$ cat config.mk
export PLATFORM = sky130hd
export DESIGN_NAME = multicycle_controller
export DESIGN_NICKNAME = d
export VERILOG_FILES = /design/src/rtl/ctrl_pkg.sv /design/src/rtl/instr_decoder.sv /design/src/rtl/multicycle_controller.sv
export SDC_FILE = /design/constraint.sdc
export NUM_CORES = 1
export LEC_CHECK = 0
export ABC_AREA = 1
export CORE_MARGIN = 2
export CORE_UTILIZATION = 41
export CTS_CLUSTER_DIAMETER = 30
export DETAILED_ROUTE_END_ITERATION = 10
export PLACE_DENSITY = 0.95
export SLEW_MARGIN = 20
export SYNTH_ARGS = -nofsm -noshare
export SYNTH_HDL_FRONTEND = slang
export SYNTH_HIERARCHICAL = 1
export SYNTH_SLANG_ARGS = --single-unit
export TNS_END_PERCENT = 30
$ cat constraint.sdc
create_clock -name clk -period 5.3 [get_ports clk]
set_input_delay 1.06 -clock clk [delete_from_list [all_inputs] [get_ports clk]]
set_output_delay 1.06 -clock clk [all_outputs]
set_load 0.02 [all_outputs]
$ cat src/rtl/ctrl_pkg.sv
// Shared definitions for the multicycle RV32I controller.
// Holds the opcode and funct constants, the FSM state enum, the trap-cause
// codes and the encodings of ImmSrc, ALUSrc, ALUControl, READMODE and
// MemWrite. It also holds the per-instruction control bundle that
// instr_decoder produces.
package ctrl_pkg;

  localparam logic [6:0] OPC_LUI    = 7'b0110111;
  localparam logic [6:0] OPC_AUIPC  = 7'b0010111;
  localparam logic [6:0] OPC_JAL    = 7'b1101111;
  localparam logic [6:0] OPC_JALR   = 7'b1100111;
  localparam logic [6:0] OPC_BRANCH = 7'b1100011;
  localparam logic [6:0] OPC_LOAD   = 7'b0000011;
  localparam logic [6:0] OPC_STORE  = 7'b0100011;
  localparam logic [6:0] OPC_OPIMM  = 7'b0010011;
  localparam logic [6:0] OPC_OP     = 7'b0110011;

  localparam logic [2:0] F3_BEQ  = 3'b000;
  localparam logic [2:0] F3_BNE  = 3'b001;
  localparam logic [2:0] F3_BLT  = 3'b100;
  localparam logic [2:0] F3_BGE  = 3'b101;
  localparam logic [2:0] F3_BLTU = 3'b110;
  localparam logic [2:0] F3_BGEU = 3'b111;
  localparam logic [2:0] F3_SB   = 3'b000;
  localparam logic [2:0] F3_SH   = 3'b001;
  localparam logic [2:0] F3_SW   = 3'b010;
  localparam logic [6:0] F7_ALT  = 7'b0100000;

  typedef enum logic [2:0] {
    S_FETCH, S_DECODE, S_EXECUTE, S_MEMORY, S_MEM_WAIT, S_WRITEBACK, S_TRAP
  } state_e;

  localparam logic [1:0] TRAP_NONE     = 2'b00;
  localparam logic [1:0] TRAP_ILLEGAL  = 2'b01;
  localparam logic [1:0] TRAP_TIMEOUT  = 2'b10;
  localparam logic [1:0] TRAP_MISALIGN = 2'b11;

  localparam logic [2:0] IMM_I = 3'b000;
  localparam logic [2:0] IMM_S = 3'b001;
  localparam logic [2:0] IMM_B = 3'b010;
  localparam logic [2:0] IMM_U = 3'b011;
  localparam logic [2:0] IMM_J = 3'b100;

  localparam logic [1:0] ASRC_REG = 2'b00;
  localparam logic [1:0] ASRC_IMM = 2'b01;
  localparam logic [1:0] ASRC_PC  = 2'b10;

  localparam logic [3:0] ALU_ADD = 4'b0000;
  localparam logic [3:0] ALU_LUI = 4'b1111;

  // READMODE reuses the load funct3: bit 2 selects zero extension.
  localparam logic [2:0] RM_B  = 3'b000;
  localparam logic [2:0] RM_H  = 3'b001;
  localparam logic [2:0] RM_W  = 3'b010;
  localparam logic [2:0] RM_BU = 3'b100;
  localparam logic [2:0] RM_HU = 3'b101;

  localparam logic [1:0] MW_NONE = 2'b00;
  localparam logic [1:0] MW_WORD = 2'b01;
  localparam logic [1:0] MW_HALF = 2'b10;
  localparam logic [1:0] MW_BYTE = 2'b11;

  typedef struct packed {
    logic       legal;
    logic       is_branch;
    logic       is_jump;
    logic       is_load;
    logic       is_store;
    logic [2:0] imm_src;
    logic [1:0] alu_src;
    logic [3:0] alu_ctrl;
    logic [2:0] read_mode;
    logic [1:0] store_size;
  } ctrl_t;

  function automatic logic [1:0] store_size(input logic [2:0] funct3);
    case (funct3)
      F3_SB:   return MW_BYTE;
      F3_SH:   return MW_HALF;
      F3_SW:   return MW_WORD;
      default: return MW_NONE;
    endcase
  endfunction

endpackage

$ cat src/rtl/instr_decoder.sv
// Combinational per-instruction control decode.
// Ports:
//   instr_i : 32-bit instruction register contents
//   ctrl_o  : legality, instruction class, immediate format, ALU operand
//             select, ALU control, load mode and store size
module instr_decoder
  import ctrl_pkg::*;
(
  input  logic [31:0] instr_i,
  output ctrl_t       ctrl_o
);

  logic [6:0] opcode;
  logic [2:0] funct3;
  logic [6:0] funct7;
  logic [3:0] alu_rr;
  logic       unused_fields;

  assign opcode = instr_i[6:0];
  assign funct3 = instr_i[14:12];
  assign funct7 = instr_i[31:25];
  assign alu_rr = {funct3, funct7 == F7_ALT};
  // Register specifiers do not affect control.
  assign unused_fields = ^{instr_i[24:15], instr_i[11:7]};

  always_comb begin
    ctrl_o = '0;
    case (opcode)
      OPC_LUI: begin
        ctrl_o.legal    = 1'b1;
        ctrl_o.imm_src  = IMM_U;
        ctrl_o.alu_src  = ASRC_IMM;
        ctrl_o.alu_ctrl = ALU_LUI;
      end
      OPC_AUIPC: begin
        ctrl_o.legal   = 1'b1;
        ctrl_o.imm_src = IMM_U;
        ctrl_o.alu_src = ASRC_PC;
      end
      OPC_JAL: begin
        ctrl_o.legal   = 1'b1;
        ctrl_o.is_jump = 1'b1;
        ctrl_o.imm_src = IMM_J;
        ctrl_o.alu_src = ASRC_PC;
      end
      OPC_JALR: begin
        ctrl_o.legal   = 1'b1;
        ctrl_o.is_jump = 1'b1;
        ctrl_o.imm_src = IMM_I;
        ctrl_o.alu_src = ASRC_IMM;
      end
      OPC_BRANCH: begin
        ctrl_o.legal     = 1'b1;
        ctrl_o.is_branch = 1'b1;
        ctrl_o.imm_src   = IMM_B;
        ctrl_o.alu_src   = ASRC_REG;
      end
      OPC_LOAD: begin
        ctrl_o.legal     = 1'b1;
        ctrl_o.is_load   = 1'b1;
        ctrl_o.imm_src   = IMM_I;
        ctrl_o.alu_src   = ASRC_IMM;
        ctrl_o.read_mode = funct3;
      end
      OPC_STORE: begin
        ctrl_o.legal      = 1'b1;
        ctrl_o.is_store   = 1'b1;
        ctrl_o.imm_src    = IMM_S;
        ctrl_o.alu_src    = ASRC_IMM;
        ctrl_o.store_size = store_size(funct3);
      end
      OPC_OPIMM: begin
        ctrl_o.legal    = 1'b1;
        ctrl_o.imm_src  = IMM_I;
        ctrl_o.alu_src  = ASRC_IMM;
        ctrl_o.alu_ctrl = alu_rr;
      end
      OPC_OP: begin
        ctrl_o.legal    = 1'b1;
        ctrl_o.alu_src  = ASRC_REG;
        ctrl_o.alu_ctrl = alu_rr;
      end
      default: ;
    endcase
  end

endmodule

$ cat src/rtl/multicycle_controller.sv
// Multicycle RV32I control FSM with memory-mapped peripheral channels.
// Ports:
//   clk, reset            : clock, synchronous active-high reset
//   Instr                 : instruction register contents
//   RF_OUT1, RF_OUT2      : register operands for branch comparison
//   ALUResult             : effective address of loads/stores
//   periph_ready          : per-channel access-complete strobe
//   PCWrite .. ALUControl : datapath controls
//   periph_rd_en/wr_en    : one-hot channel access strobes
//   trap_cause            : 00 none, 01 illegal, 10 timeout, 11 misaligned MMIO
module multicycle_controller
  import ctrl_pkg::*;
#(
  parameter int          XLEN          = 32,
  parameter int          N_PERIPH      = 2,
  parameter logic [31:0] PERIPH_BASE   = 32'h00000400,
  parameter int          PERIPH_STRIDE = 4,
  parameter int          TIMEOUT       = 255
) (
  input  logic                clk,
  input  logic                reset,
  input  logic [31:0]         Instr,
  input  logic [XLEN-1:0]     RF_OUT1,
  input  logic [XLEN-1:0]     RF_OUT2,
  input  logic [XLEN-1:0]     ALUResult,
  input  logic [N_PERIPH-1:0] periph_ready,
  output logic                PCWrite,
  output logic                IRWrite,
  output logic                PCSrc,
  output logic                RegWrite,
  output logic                ResultSrc,
  output logic                RF_WD_SRC,
  output logic [1:0]          MemWrite,
  output logic [1:0]          ALUSrc,
  output logic [2:0]          ImmSrc,
  output logic [2:0]          READMODE,
  output logic [3:0]          ALUControl,
  output logic [N_PERIPH-1:0] periph_rd_en,
  output logic [N_PERIPH-1:0] periph_wr_en,
  output logic [1:0]          trap_cause
);

  localparam int              SH         = $clog2(PERIPH_STRIDE);
  localparam int              CW         = $clog2(TIMEOUT + 1);
  localparam logic [XLEN-1:0] BASE       = XLEN'(PERIPH_BASE);
  localparam logic [XLEN-1:0] LIMIT      = XLEN'(PERIPH_BASE + 32'(N_PERIPH * PERIPH_STRIDE));
  localparam logic [XLEN-1:0] ALIGN_MASK = XLEN'(PERIPH_STRIDE - 1);
  localparam logic [CW-1:0]   CNT_LAST   = CW'(TIMEOUT - 1);
  localparam logic [7:0]      ONE8       = 8'd1;

  state_e                state_q, state_d;
  logic [CW-1:0]         cnt_q, cnt_d;
  logic [1:0]            cause_q, cause_d;
  logic [2:0]            chan_q, chan_d;
  ctrl_t                 ctrl;
  logic [XLEN-1:0]       offset;
  logic [2:0]            chan;
  logic                  in_window, aligned, taken, ready_sel;
  logic [N_PERIPH-1:0]   strobe;

  instr_decoder u_dec (
    .instr_i (Instr),
    .ctrl_o  (ctrl)
  );

  assign offset    = ALUResult - BASE;
  assign chan      = 3'(offset >> SH);
  assign in_window = (ALUResult >= BASE) && (ALUResult < LIMIT);
  assign aligned   = (offset & ALIGN_MASK) == '0;
  // Channel is latched on entry to MEM_WAIT; ready from any other channel is masked off.
  assign strobe    = N_PERIPH'(ONE8 << chan_q);
  assign ready_sel = |(periph_ready & strobe);

  always_comb begin
    case (Instr[14:12])
      F3_BEQ:  taken = RF_OUT1 == RF_OUT2;
      F3_BNE:  taken = RF_OUT1 != RF_OUT2;
      F3_BLT:  taken = $signed(RF_OUT1) <  $signed(RF_OUT2);
      F3_BGE:  taken = $signed(RF_OUT1) >= $signed(RF_OUT2);
      F3_BLTU: taken = RF_OUT1 <  RF_OUT2;
      F3_BGEU: taken = RF_OUT1 >= RF_OUT2;
      default: taken = 1'b0;
    endcase
  end

  always_ff @(posedge clk) begin
    if (reset) begin
      state_q <= S_FETCH;
      cnt_q   <= '0;
      cause_q <= TRAP_NONE;
      chan_q  <= '0;
    end else begin
      state_q <= state_d;
      cnt_q   <= cnt_d;
      cause_q <= cause_d;
      chan_q  <= chan_d;
    end
  end

  always_comb begin
    state_d      = state_q;
    cnt_d        = cnt_q;
    cause_d      = cause_q;
    chan_d       = chan_q;
    PCWrite      = 1'b0;
    IRWrite      = 1'b0;
    PCSrc        = 1'b0;
    RegWrite     = 1'b0;
    ResultSrc    = 1'b0;
    RF_WD_SRC    = 1'b0;
    MemWrite     = MW_NONE;
    ALUSrc       = '0;
    ImmSrc       = '0;
    READMODE     = '0;
    ALUControl   = '0;
    periph_rd_en = '0;
    periph_wr_en = '0;
    trap_cause   = reset ? TRAP_NONE : cause_q;

    // Reset blanks every output in the cycle it is asserted.
    if (!reset) begin
      if (state_q inside {S_DECODE, S_EXECUTE, S_MEMORY, S_MEM_WAIT, S_WRITEBACK}) begin
        ImmSrc     = ctrl.imm_src;
        ALUSrc     = ctrl.alu_src;
        ALUControl = ctrl.alu_ctrl;
        READMODE   = ctrl.read_mode;
      end
      case (state_q)
        S_FETCH: begin
          IRWrite = 1'b1;
          state_d = S_DECODE;
        end
        S_DECODE: begin
          if (ctrl.legal) begin
            state_d = S_EXECUTE;
          end else begin
            cause_d = TRAP_ILLEGAL;
            state_d = S_TRAP;
          end
        end
        S_EXECUTE: begin
          if (ctrl.is_branch) begin
            PCWrite = 1'b1;
            PCSrc   = taken;
            state_d = S_FETCH;
          end else if (ctrl.is_jump) begin
            PCWrite   = 1'b1;
            PCSrc     = 1'b1;
            RegWrite  = 1'b1;
            RF_WD_SRC = 1'b1;
            state_d   = S_FETCH;
          end else if (ctrl.is_load || ctrl.is_store) begin
            state_d = S_MEMORY;
          end else begin
            state_d = S_WRITEBACK;
          end
        end
        S_MEMORY: begin
          if (in_window) begin
            if (!aligned) begin
              cause_d = TRAP_MISALIGN;
              state_d = S_TRAP;
            end else begin
              chan_d  = chan;
              cnt_d   = '0;
              state_d = S_MEM_WAIT;
            end
          end else if (ctrl.is_store) begin
            MemWrite = ctrl.store_size;
            PCWrite  = 1'b1;
            state_d  = S_FETCH;
          end else begin
            state_d = S_WRITEBACK;
          end
        end
        S_MEM_WAIT: begin
          if (ctrl.is_load) periph_rd_en = strobe;
          else              periph_wr_en = strobe;
          cnt_d = cnt_q + CW'(1);
          // Ready in the final allowed cycle still completes the access.
          if (ready_sel) begin
            if (ctrl.is_store) begin
              PCWrite = 1'b1;
              state_d = S_FETCH;
            end else begin
              state_d = S_WRITEBACK;
            end
          end else if (cnt_q == CNT_LAST) begin
            cause_d = TRAP_TIMEOUT;
            state_d = S_TRAP;
          end
        end
        S_WRITEBACK: begin
          RegWrite  = 1'b1;
          PCWrite   = 1'b1;
          ResultSrc = ctrl.is_load;
          state_d   = S_FETCH;
        end
        S_TRAP: ;
        default: state_d = S_FETCH;
      endcase
    end
  end

endmodule

==> flow_metrics.py <==
metrics = {
    "sta": {
        "rsz0062_at_grt": "no",
        "setup_viol": 0,
        "fin_crit_ns": 4.86,
        "worst_clock_skew_ns": 0.00853,
        "fin_crit_sh_pct": 91.6,
        "finalHoldViolations": 0,
        "worst_pin_slew_ns": 0.981,
        "post-route-worst-setup-slack_ns": 0.445,
        "max_freq_mhz": 206,
        "drv_slew": 0,
        "tns_ns": 0,
        "slew_headroom_pct": 34.3,
    },
    "power_and_ir_drop": {
        "leakage_nw": 2.00,
        "power_density_mw_per_mm2": 159,
        "vdd_drop_max_mv": 0.114,
    },
    "setup_path": {
        "crit_fanout": 4,
        "crit_path_end": "PCSrc",
        "reg2reg_depth": 9,
        "startpoint": "RF_OUT2[31]",
        "r2r_end": "cnt_q[6]$_SDFFE_PP0P_",
        "rrSetupSlack_ns": 3.51,
        "crit_path_end_kind": "output pin",
        "critPathLaunchType": "input pin",
        "reg2reg_from": "state_q[0]$_SDFFE_PP0P_",
        "worstSetupPathType": "input pin to output pin",
        "required_ns": 4.24,
        "critPathArrivalTime_ns": 3.80,
    },
    "synth": {
        "syn-num-nets": 601,
        "yosysTopAreaCell": "ha_1",
        "syn_area_per_cell_um2": 5.76,
        "synth_seq_cells": 16,
        "synth_top_cells_by_area": "ha_1, inv_1, nand2_1",
        "ys_seq_area_share_pct": 12.8,
        "synth_area_mm2": 0.00250,
        "ys_types": 33,
        "synth_top_cell_area_share_pct": 17.0,
        "synth_warnings": 6,
        "synth_cells": 435,
    },
    "cells_and_area": {
        "nNetsFinal": 747,
        "final_cell_mix": "clkdlybuf4s50_1, inv_1, nand2_1",
        "layout_commonest_cell": "clkdlybuf4s50_1",
        "design_area_mm2": 0.00408,
        "synthToLayoutAreaGrowth_pct": 62.8,
        "utilization_pct": 68.9,
        "drive_gt1_share_pct": 5.69,
    },
    "place": {
        "portBuffers": 142,
        "place_area_mm2": 0.00402,
        "dp_slack_ns": 0.484,
        "gp_congestion": 0.915,
        "hpwl_um": 7190,
    },
    "detailed_routing": {
        "wirelength_um": 8420,
        "vias": 3256,
        "drt_first_pass_iters": 5,
        "drcViolationCount": 0,
        "drtIter0Drc": 151,
        "detail_route.vias_per_cell": 4.96,
        "drtAntennaViolNets": 0,
        "wire_per_inst_um": 12.8,
    },
    "floorplanning": {
        "rows": 28,
        "die_y_um": 82.1,
        "initial_utilization_pct": 42.3,
        "io_pins": 158,
        "coreArea_mm2": 0.00592,
        "dieWidth_um": 82.1,
        "die-area_mm2": 0.00675,
    },
    "cts": {
        "cts_tree": "yes",
        "htreeDepth": 1,
        "numClockSinks": 16,
        "insertion_delay_ns": 0.26,
        "cts_resized": 0,
        "cts_setup_buffers": 0,
        "postCtsHoldBufs": 0,
        "clkTransAtPathRegs_ns": 0.06,
        "cts_buffers": 3,
        "clockRootBuffer": "clkbuf_8",
        "cts_buffer_depth": 2,
    },
    "global_routing": {
        "grt_max_degree": 15,
        "grt_pass1_vias": 3228,
        "grt_usage_pct": 25.3,
        "grt_pass1_wl_um": 13500,
        "grt_antenna_before_repair": 1,
        "grt-ovfl-total": 0,
    },
    "worst_hold_path": {
        "hp-class": "flip-flop to flip-flop",
    },
    "flow_run": {
        "drv_cap": 0,
    },
    "status": {
        "outcome": "complete, no violations",
    },
}
## metrics by stage
| step | hold WS, ns | cells | power, mW |
|---|---|---|---|
| after detailed placement | 0.453 | 651 | 0.527 |
| after global placement | 0.441 | 651 | 0.510 |
| after global routing | 0.493 | 656 | 0.698 |
| after CTS | 0.462 | 655 | 0.640 |
| final | 0.460 | 656 | 0.648 |
| after floorplan | 0.432 | 435 | 0.365 |
## Yosys cell counts
library cell,n
a211oi_1,3
nor4_4,1
clkinv_1,1
or2_4,1
dfxtp_1,16
nand2_4,4
nor2_1,63
ha_1,34
nand3b_1,2
nand2_1,91
nand3_1,26
nor3_1,16
nor3_2,1
inv_1,94
or2_2,1
nor2_2,2
o21a_1,2
clkbuf_1,2
xnor2_1,2
nor4_1,3
o211ai_1,1
nand2_2,5
a21oi_1,27
and3_1,1
nor2_4,2
a31oi_1,1
inv_2,8
o21ai_0,11
o21ai_1,6
nand4_1,4
o21ai_4,1
nor2_8,2
a21o_1,1
## power breakdown
group / leakage [nW] / switching [mW] / internal [mW]
clock: 0.0288 / 0.0473 / 0.0661
sequential: 0.130 / 0.0184 / 0.140
combinational: 1.84 / 0.204 / 0.172
## area by class of cell
class	count	area, µm²
Inverter	103	387
Multi-Input combinational cell	314	1790
Timing Repair Buffer	143	1430
Fill cell	453	1840
Antenna cell	1	2.50
Tap cell	75	93.8
Sequential cell	16	320
Clock buffer	4	55.1
## cell families after synthesis
logic type	count (synthesis)	synth area share [%]
compound gates	53	11.8
buf+inv	105	15.7
fa+ha+maj	34	17.0
xor+xnor	2	0.700
simple gates	225	42.0
flops	16	12.8
## critical path: stages
cell	delay [ns]
clkdlybuf4s50_1	0.45
inv_1	0.04
ha_1	0.33
nand2_1	0.09
nor2_1	0.15
nand2_1	0.10
nor2_1	0.15
nand2_1	0.13
o21ai_1	0.19
inv_1	0.07
nand2_1	0.08
inv_1	0.05
nand2_1	0.06
nor2_1	0.03
nand3_1	0.07
nand2_1	0.06
inv_1	0.06
clkdlybuf4s50_1	0.62
## registers in the layout, indices dropped and copies added (netlist names)
name / count
cnt_q: 8
chan_q: 3
state_q: 3
cause_q: 2
## routing by layer
metal / vias to the layer above / share of wire [%] / track usage [%]
li1: 1655 / - / -
met1: 1398 / 35 / 24.9
met2: 165 / 51 / 50.9
met3: 38 / 10 / 4.13
met4: 0 / 3.9 / 11.3
met5: - / 0 / 0
## worst min-delay path by stage
stage                                 start                 endpoint  cells after the start
global placement     chan_q[2]$_SDFFE_PP0P_   chan_q[2]$_SDFFE_PP0P_                      2
global route        cause_q[0]$_SDFFE_PP0P_  cause_q[0]$_SDFFE_PP0P_                      2
CTS                 cause_q[0]$_SDFFE_PP0P_  cause_q[0]$_SDFFE_PP0P_                      2
floorplan           cause_q[0]$_SDFFE_PP0P_  cause_q[0]$_SDFFE_PP0P_                      2
detailed placement  cause_q[0]$_SDFFE_PP0P_  cause_q[0]$_SDFFE_PP0P_                      2
finish              cause_q[0]$_SDFFE_PP0P_  cause_q[0]$_SDFFE_PP0P_                      2
Note: power is estimated with default switching activity, not from simulation.
